`src/rtl/multi_pad_reader.sv`:
```
// -----------------------------------------------------------------------------
// multi_pad_reader
//
// Polls NUM_PADS shift-register game pads in parallel. All pads share one latch
// line and one shift-pulse line; each pad returns its bits on its own serial
// data input. Once every POLL_PERIOD clocks a frame is run:
//   LATCH : latch held high for LATCH_CYCLES
//   SHIFT : NUM_BUTTONS bit slots of BIT_CYCLES each. The pulse is high for the
//           last PULSE_HIGH cycles of every slot. Data is sampled on the last
//           low cycle before the pulse rises.
//   DONE  : one cycle in which the captured words are published.
// The published words are active-high (pressed = 1) and change only when the
// buttons_valid strobe fires, so downstream logic sees one stable snapshot per
// frame.
//
// Ports
//   clk           system clock (only clock used)
//   n_rst         asynchronous active-low reset
//   enable        allows new frames to start; a running frame always completes
//   data          per-pad serial input, active-low, data[p] belongs to pad p
//   latch         shared pad latch (registered)
//   pulse         shared pad shift clock (registered)
//   buttons       pressed flags, pad p at [p*NUM_BUTTONS +: NUM_BUTTONS]
//   buttons_valid one-cycle strobe when buttons is updated
//   changed       per-pad "word differs from the previous one", only with strobe
//   busy          high while in LATCH or SHIFT
//   present       (only with PAD_PRESENT_EN) per-pad presence flag
//
// Optional build macro
//   PAD_PRESENT_EN : adds the present output. A pad whose line reads "pressed"
//                    for every bit is treated as absent (data stuck low); its
//                    word is published as all zeros.
// -----------------------------------------------------------------------------
module multi_pad_reader #(
  parameter int NUM_PADS     = 2,
  parameter int NUM_BUTTONS  = 8,
  parameter int POLL_PERIOD  = 833333,
  parameter int LATCH_CYCLES = 600,
  parameter int BIT_CYCLES   = 600,
  parameter int PULSE_HIGH   = 300
) (
  input  logic                            clk,
  input  logic                            n_rst,
  input  logic                            enable,
  input  logic [NUM_PADS-1:0]             data,
  output logic                            latch,
  output logic                            pulse,
  output logic [NUM_PADS*NUM_BUTTONS-1:0] buttons,
  output logic                            buttons_valid,
  output logic [NUM_PADS-1:0]             changed,
  output logic                            busy
`ifdef PAD_PRESENT_EN
  ,
  output logic [NUM_PADS-1:0]             present
`endif
);

  // ---------------------------------------------------------------------------
  // Derived sizes and typed constants
  // ---------------------------------------------------------------------------
  localparam int WORDS_W = NUM_PADS * NUM_BUTTONS;
  localparam int PW      = (POLL_PERIOD > 1) ? $clog2(POLL_PERIOD) : 1;
  localparam int CNT_MAX = (LATCH_CYCLES > BIT_CYCLES) ? LATCH_CYCLES : BIT_CYCLES;
  localparam int CW      = (CNT_MAX > 1) ? $clog2(CNT_MAX) : 1;
  localparam int SW      = (NUM_BUTTONS > 1) ? $clog2(NUM_BUTTONS) : 1;

  localparam logic [PW-1:0] PERIOD_LAST = PW'(POLL_PERIOD - 1);
  localparam logic [CW-1:0] LATCH_LAST  = CW'(LATCH_CYCLES - 1);
  localparam logic [CW-1:0] BIT_LAST    = CW'(BIT_CYCLES - 1);
  localparam logic [CW-1:0] PULSE_START = CW'(BIT_CYCLES - PULSE_HIGH);
  localparam logic [CW-1:0] SAMPLE_PT   = CW'(BIT_CYCLES - PULSE_HIGH - 1);
  localparam logic [SW-1:0] SLOT_LAST   = SW'(NUM_BUTTONS - 1);

  typedef enum logic [1:0] {
    ST_IDLE  = 2'd0,
    ST_LATCH = 2'd1,
    ST_SHIFT = 2'd2,
    ST_DONE  = 2'd3
  } state_t;

  // ---------------------------------------------------------------------------
  // State
  // ---------------------------------------------------------------------------
  state_t               state_q, state_d;
  logic [PW-1:0]        period_q, period_d;
  logic [CW-1:0]        cnt_q, cnt_d;       // latch width counter / slot counter
  logic [SW-1:0]        slot_q, slot_d;     // bit slot index within SHIFT
  logic                 latch_q, latch_d;
  logic                 pulse_q, pulse_d;
  logic [WORDS_W-1:0]   shadow_q, shadow_d; // capture area filled during SHIFT
  logic [WORDS_W-1:0]   buttons_q, buttons_d;
  logic                 valid_q;
  logic [NUM_PADS-1:0]  changed_q, changed_d;

  logic                 period_last;
  logic                 sample_en;
  logic                 done_en;
  logic [NUM_BUTTONS-1:0] slot_onehot;

  // ---------------------------------------------------------------------------
  // Free-running frame timer; independent of enable and of the FSM so the
  // frame rate stays fixed whether or not frames are actually being run.
  // ---------------------------------------------------------------------------
  assign period_last = (period_q == PERIOD_LAST);
  assign period_d    = period_last ? '0 : period_q + 1'b1;

  // ---------------------------------------------------------------------------
  // FSM next-state logic
  // ---------------------------------------------------------------------------
  always_comb begin
    state_d = state_q;
    cnt_d   = cnt_q;
    slot_d  = slot_q;

    unique case (state_q)
      ST_IDLE: begin
        cnt_d  = '0;
        slot_d = '0;
        if (period_last && enable) begin
          state_d = ST_LATCH;
        end
      end

      ST_LATCH: begin
        if (cnt_q == LATCH_LAST) begin
          state_d = ST_SHIFT;
          cnt_d   = '0;
          slot_d  = '0;
        end else begin
          cnt_d = cnt_q + 1'b1;
        end
      end

      ST_SHIFT: begin
        if (cnt_q == BIT_LAST) begin
          cnt_d = '0;
          if (slot_q == SLOT_LAST) begin
            state_d = ST_DONE;
          end else begin
            slot_d = slot_q + 1'b1;
          end
        end else begin
          cnt_d = cnt_q + 1'b1;
        end
      end

      ST_DONE: begin
        state_d = ST_IDLE;
        cnt_d   = '0;
        slot_d  = '0;
      end

      default: begin
        state_d = ST_IDLE;
        cnt_d   = '0;
        slot_d  = '0;
      end
    endcase
  end

  // Bus outputs are registered from the next state so they are glitch-free and
  // line up exactly with the state/counter values of the cycle they appear in.
  always_comb begin
    latch_d = (state_d == ST_LATCH);
    pulse_d = (state_d == ST_SHIFT) && (cnt_d >= PULSE_START);
  end

  // Sample on the last low cycle of the slot: the pad has had the whole low
  // phase to settle after the previous shift.
  assign sample_en   = (state_q == ST_SHIFT) && (cnt_q == SAMPLE_PT);
  assign done_en     = (state_q == ST_DONE);
  assign slot_onehot = {{(NUM_BUTTONS-1){1'b0}}, 1'b1} << slot_q;

  // ---------------------------------------------------------------------------
  // Per-pad capture and publish logic
  // ---------------------------------------------------------------------------
`ifdef PAD_PRESENT_EN
  logic [NUM_PADS-1:0] present_q, present_d;
`endif

  genvar gi;
  generate
    for (gi = 0; gi < NUM_PADS; gi++) begin : g_pad
      logic [NUM_BUTTONS-1:0] cur_word;
      logic [NUM_BUTTONS-1:0] old_word;
      logic [NUM_BUTTONS-1:0] load_word;

      assign cur_word = shadow_q[gi*NUM_BUTTONS +: NUM_BUTTONS];
      assign old_word = buttons_q[gi*NUM_BUTTONS +: NUM_BUTTONS];

      // First slot lands in the LSB; data is inverted to active-high here.
      assign shadow_d[gi*NUM_BUTTONS +: NUM_BUTTONS] =
        sample_en ? ((cur_word & ~slot_onehot) | ({NUM_BUTTONS{~data[gi]}} & slot_onehot))
                  : cur_word;

`ifdef PAD_PRESENT_EN
      // All bits pressed means the line never went high: no pad attached.
      assign present_d[gi] = ~(&cur_word);
      assign load_word     = present_d[gi] ? cur_word : '0;
`else
      assign load_word = cur_word;
`endif

      assign buttons_d[gi*NUM_BUTTONS +: NUM_BUTTONS] = done_en ? load_word : old_word;
      assign changed_d[gi] = done_en && (load_word != old_word);
    end
  endgenerate

  // ---------------------------------------------------------------------------
  // Registers
  // ---------------------------------------------------------------------------
  always_ff @(posedge clk or negedge n_rst) begin
    if (!n_rst) begin
      state_q   <= ST_IDLE;
      period_q  <= '0;
      cnt_q     <= '0;
      slot_q    <= '0;
      latch_q   <= 1'b0;
      pulse_q   <= 1'b0;
      shadow_q  <= '0;
      buttons_q <= '0;
      valid_q   <= 1'b0;
      changed_q <= '0;
    end else begin
      state_q   <= state_d;
      period_q  <= period_d;
      cnt_q     <= cnt_d;
      slot_q    <= slot_d;
      latch_q   <= latch_d;
      pulse_q   <= pulse_d;
      shadow_q  <= shadow_d;
      buttons_q <= buttons_d;
      valid_q   <= done_en;
      changed_q <= changed_d;
    end
  end

`ifdef PAD_PRESENT_EN
  always_ff @(posedge clk or negedge n_rst) begin
    if (!n_rst) begin
      present_q <= '0;
    end else if (done_en) begin
      present_q <= present_d;
    end
  end

  assign present = present_q;
`endif

  // ---------------------------------------------------------------------------
  // Outputs
  // ---------------------------------------------------------------------------
  assign latch         = latch_q;
  assign pulse         = pulse_q;
  assign buttons       = buttons_q;
  assign buttons_valid = valid_q;
  assign changed       = changed_q;
  assign busy          = (state_q == ST_LATCH) || (state_q == ST_SHIFT);

  // A frame is always shorter than the poll period, so the timer must never
  // wrap while a frame is still running.
`ifndef SYNTHESIS
  a_no_wrap_mid_frame : assert property (
    @(posedge clk) disable iff (!n_rst)
    period_last |-> (state_q == ST_IDLE)
  ) else $error("multi_pad_reader: poll period expired while a frame was running");
`endif

endmodule

```
`config.mk`:
```
export PLATFORM = sky130hd
export DESIGN_NAME = multi_pad_reader
export DESIGN_NICKNAME = d
export VERILOG_FILES = /design/src/rtl/multi_pad_reader.sv
export SDC_FILE = /design/constraint.sdc
export NUM_CORES = 1
export LEC_CHECK = 0
export ABC_AREA = 1
export CORE_ASPECT_RATIO = 2
export CORE_MARGIN = 2
export CORE_UTILIZATION = 39
export DETAILED_ROUTE_END_ITERATION = 10
export PLACE_DENSITY = 0.67
export SLEW_MARGIN = 20
export SYNTH_ARGS = -nofsm -noshare
export SYNTH_HDL_FRONTEND = slang
export SYNTH_SLANG_ARGS = --single-unit
export TNS_END_PERCENT = 100
```
`constraint.sdc`:
```
create_clock -name clk -period 1.7 [get_ports clk]
set_input_delay 0.17 -clock clk [delete_from_list [all_inputs] [get_ports clk]]
set_output_delay 0.17 -clock clk [all_outputs]
set_load 0.02 [all_outputs]
```
# After elaboration in Yosys (flattened, before gate mapping)
# Index checks and enable logic that the tools add are counted.
# totals
mem_bits_ro	0
inputBits	5
register_bits	72
memories	0
latch_bits	0
elab_cells	60
mem_bits_rw	0
out_inout_bits	22
# classes
bitwise_logic	9
shifts	1
mul	0
div	0
n_reduce_logical	10
add_sub_neg	3
n_mux	12
order_cmp	1
eq_ne	14
# ops
op	count
8-bit bitwise AND	4
20-bit by 1-bit adder with 20-bit output, second input constant	1
20-bit == test, second input constant	1
20-bit 2-to-1 mux	1
10-bit one-hot mux with 2 select lines	1
8-bit != test	2
8-bit bitwise OR	2
10-bit by 1-bit adder with 10-bit output, second input constant	1
10-bit == test, second input constant	1
10-bit by 9-bit == test with 1-bit output, second input constant	1
10-bit by 9-bit >= comparator with 1-bit output, second input constant	1
10-bit 2-to-1 mux	1
3-bit 2-to-1 mux	3
3-bit one-hot mux with 3 select lines	1
2-bit 2-to-1 mux	4
8-bit inverter	1
2-bit one-hot mux with 4 select lines	1
1-bit by 3-bit left shift with 8-bit output, first input constant	1
2-bit == test, second input constant	3
2-bit != test, second input constant	3
1-bit logical AND	5
2-bit by 1-bit == test with 1-bit output, second input constant	2
2-bit OR reduction	2
3-bit by 1-bit adder with 3-bit output, second input constant	1
5 further kinds	6

# Logic depth before layout (Yosys ltp)
# depth
word_depth	6
depth_mapped	12
depth_no_buf	12

# Worst setup path before layout
# Ideal clock, no wire load.
# synth_timing
path_type	reg-to-reg
start	register state_q[1]
end	register pulse_q, in the netlist pulse
required_time_ps	1623
arrival_ps	1618
path_buffers	0
path_stages_with_launch	9
slack_ps	4
period_less_slack_ps	1696
setup_ps	77
path_cell_list	dfrtp_1 -> inv_1 -> ha_1 -> inv_1 -> nor3b_1 -> nand4_1 -> a21oi_1 -> nand2_1 -> a21oi_1
# synth_between
elab_chain_cells	5
word_cells_on_any_way	15
cone_classes	order compare (1); eq/ne (4); mux (6); reduce/logical (4)
# synth_lines
item	line	rtl
start: declaration	84	state_t state_q, state_d;
start signal: assignment	225	state_q <= state_d;
2-bit == test, or another cell as far along	115	unique case (state_q)
2-bit OR reduction (no line)	--	
10-bit one-hot mux with 2 select lines (*)	115	
via cnt_d[2]	86	logic [CW-1:0] cnt_q, cnt_d;
10-bit by 9-bit >= comparator with 1-bit output (*)	165	pulse_d = (state_d == ST_SHIFT) && (cnt_d >= PULSE_START);
1-bit logical AND (*)	165	
via pulse_d	89	logic pulse_q, pulse_d;
end signal: assignment	230	pulse_q <= pulse_d;
end: declaration	89	
# The timed path passes the listed nets; every way through them passes the cells marked *.
# A chain may end at the register's enable or synchronous reset.

==> impl_metrics.yaml <==
critical_path:
  crit_arrival_ps: 1890
  r2r_start: "state_q[0]$_DFF_PN0_"
  crit_chain: "inv_2, ha_4, inv_2, nor4_4, nand2_2, nor2_4, nand2_2, nand2_1, o21ai_1"
  cp-start-kind: "register"
  r2r_cells: 9
  worstSetupStartpoint: "state_q[0]$_DFF_PN0_"
  path_buf_inv: 2
  max_stage_delay_ps: 410
  crit_required_ps: 1900
  crit_family: "simple AND/OR/NAND/NOR gates"
  critical_path_cell_count: 9
  critical_path.slowest_cell: "dfrtp_1"
  cp_max_fo: 4
  reg2reg_slack_ps: 10
  worst-setup-path-type: "register to register"
  endpoint_kind: "register"
worst_hold_path:
  hold_class: "primary input to asynchronous set/reset pin"
floorplanning:
  core_um2: 9260
  io_pins: 27
  initial_core_util_pct: 39.4
  die_x_um: 72.4
  die-area_um2: 10200
  die_h_um: 141
  rows: 50
routing:
  drc: 0
  vias: 3108
  dr.pass1.iters: 4
  vias_per_cell: 5.12
  finalWirelength_mm: 8.78
  wire_per_inst_um: 14.5
  ant_nets: 0
  drtIter0Drc: 130
final_layout:
  drive_gt1_share_pct: 18.3
  final-instance-count-excl-fill: 607
  finalNetCount: 516
  fin_area_um2: 4720
  antenna_cells: 0
  area_delta_synth_final_pct: 29.2
logic_synthesis:
  synthArstFlopShare_pct: 100
  synthFlopType: "dfrtp_1"
  synth-seq-area-share_pct: 49.4
  synth.distinct_cells: 26
  syn_inst: 441
  syn_area_um2: 3650
  syn_nets: 459
  ys_seq_elements: 72
  synth-edff-count: 0
  synth.avg_cell_area_um2: 8.28
  ys_warn_count: 0
sta:
  finalCriticalPeriod_ps: 1690
  tightestPinTransition_ps: 501
  finalCritPeriodShare_pct: 99.2
  setup_violations: 0
  max_clock_freq_mhz: 593
  rsz0062_at_grt: "true"
  drv_slew: 0
  fin_ws_ps: 14.4
  tns_ps: 0
  slew_headroom_pct: 66.4
  fin_worst_skew_ps: 6.44
  finalHoldViolations: 0
clocking:
  clk_pin_slew_ps: 60
  insertion_delay_ps: 330
  htree_levels: 3
  clock_path_buffers: 2
  cts_tree: "yes"
  cts_root_buf: "clkbuf_16"
  clock_sinks: 72
  numCtsBuffers: 9
status:
  status: "finished, final reports clean"
placed_design:
  postPlaceCellArea_um2: 4170
  dp.cells: 586
  dp_slack_ps: -26.6
  hpwlAfterDp_mm: 6.24
  place.gp.congestion: 0.949
  port_buffers: 26
global_routing:
  antenna_found_initial: 0
  grt_max_degree: 73
  grt_first_pass_wirelength_mm: 14.0
  grtUsageTotal_pct: 17.8
  overflow: 0
  grt_pass1_vias: 3110
power:
  total_power_mw: 3.83
  power_leakage_nw: 2.18
  p_per_area_nw_per_um2: 813
  vdd_drop_max_v: 0.000461
run:
  drv_cap: 0
==> routing by layer <==
layer | share of wire (%) | global-route usage, %
met3 | 2.4 | 3.29
met4 | 3.7 | 10.1
met2 | 59 | 33.7
met1 | 35 | 17.1
met5 | 0 | 0
==> power by group <==
part           internal [mW]  switching [mW]
combinational         0.0133          0.0400
sequential              1.71               0
clock                   1.33           0.736
total                   3.06           0.776
==> logic make-up after synthesis <==
logic type / after synthesis / synth area share, %
buf+inv: 53 / 5.45
xor+xnor: 26 / 6.24
fa+ha+maj: 13 / 4.46
compound gates: 39 / 5.45
simple gates: 238 / 29.0
flops: 72 / 49.4
==> layout make-up <==
cell class              count  area (µm²)
fillers                   869        4540
multi-input cells         316        1820
flip-flops and latches     72        1800
repair buffers             49         442
clock buffers              10         239
inverters                  50         188
well taps                 104         130
clock inverters             6        91.3
==> synthesized netlist by cell type, types with 5 or more instances <==
cell | n | share of area [%]
a21oi_1 | 11 | 1.5
inv_1 | 49 | 5.0
nor3_1 | 5 | 0.69
nand2_1 | 132 | 14
dfrtp_1 | 72 | 49
nand3_1 | 23 | 3.2
o21ai_0 | 25 | 3.4
nor4_1 | 8 | 1.4
xor2_1 | 23 | 5.5
nor2_1 | 44 | 4.5
ha_1 | 13 | 4.5
nand4_1 | 10 | 1.7
==> how the worst min path moves through the flow <==
| stage | slack [ps] | cells past startpoint | from | endpoint |
|---|---|---|---|---|
| 2_1_floorplan | -130 | 0 | n_rst | asynchronous set/reset pin |
| 3_3_place_gp | 220 | 2 | n_rst | period_q[4]$_DFF_PN0_ |
| 3_5_place_dp | 230 | 2 | n_rst | period_q[4]$_DFF_PN0_ |
| 4_1_cts | 410 | 3 | n_rst | period_q[6]$_DFF_PN0_ |
| 5_1_grt | 440 | 3 | n_rst | cnt_q[5]$_DFF_PN0_ |
| 6_report | 380 | 3 | n_rst | period_q[4]$_DFF_PN0_ |
==> worst min-delay path, cell delays in order <==
cell           delay, ps
dlygate4sd3_1        520
buf_2                120
buf_12               310
==> placed cells by master, fill, tap and decap left out, drive strengths merged <==
master / count
a21oi: 11
buf: 23
bufinv: 2
clkbuf: 10
clkdlybuf4s50: 24
clkinv: 4
dfrtp: 72
dlygate4sd2: 1
dlygate4sd3: 1
ha: 13
inv: 50
nand2: 135
nand3: 26
nand3b: 1
nand4: 10
nor2: 48
nor3: 7
nor3b: 1
nor4: 10
o21ai: 28
xnor2: 3
xor2: 23
==> through the flow <==
step,util [%],hold WS [ps]
after floorplan,-,-126
after global placement,45.1,222
after detailed placement,45.1,227
after CTS,48.9,413
after global routing,50.9,444
final,50.9,376
==> repair_timing <==
action	CTS	global route
endpoints found under the hold margin	72	0
buffers inserted	0	4
endpoints found under the setup margin	6	26
hold buffers	1	0
pin swaps	0	12
gates resized for setup	5	49
cloned	0	0
No activity file was read; power rests on OpenSTA's default activity.
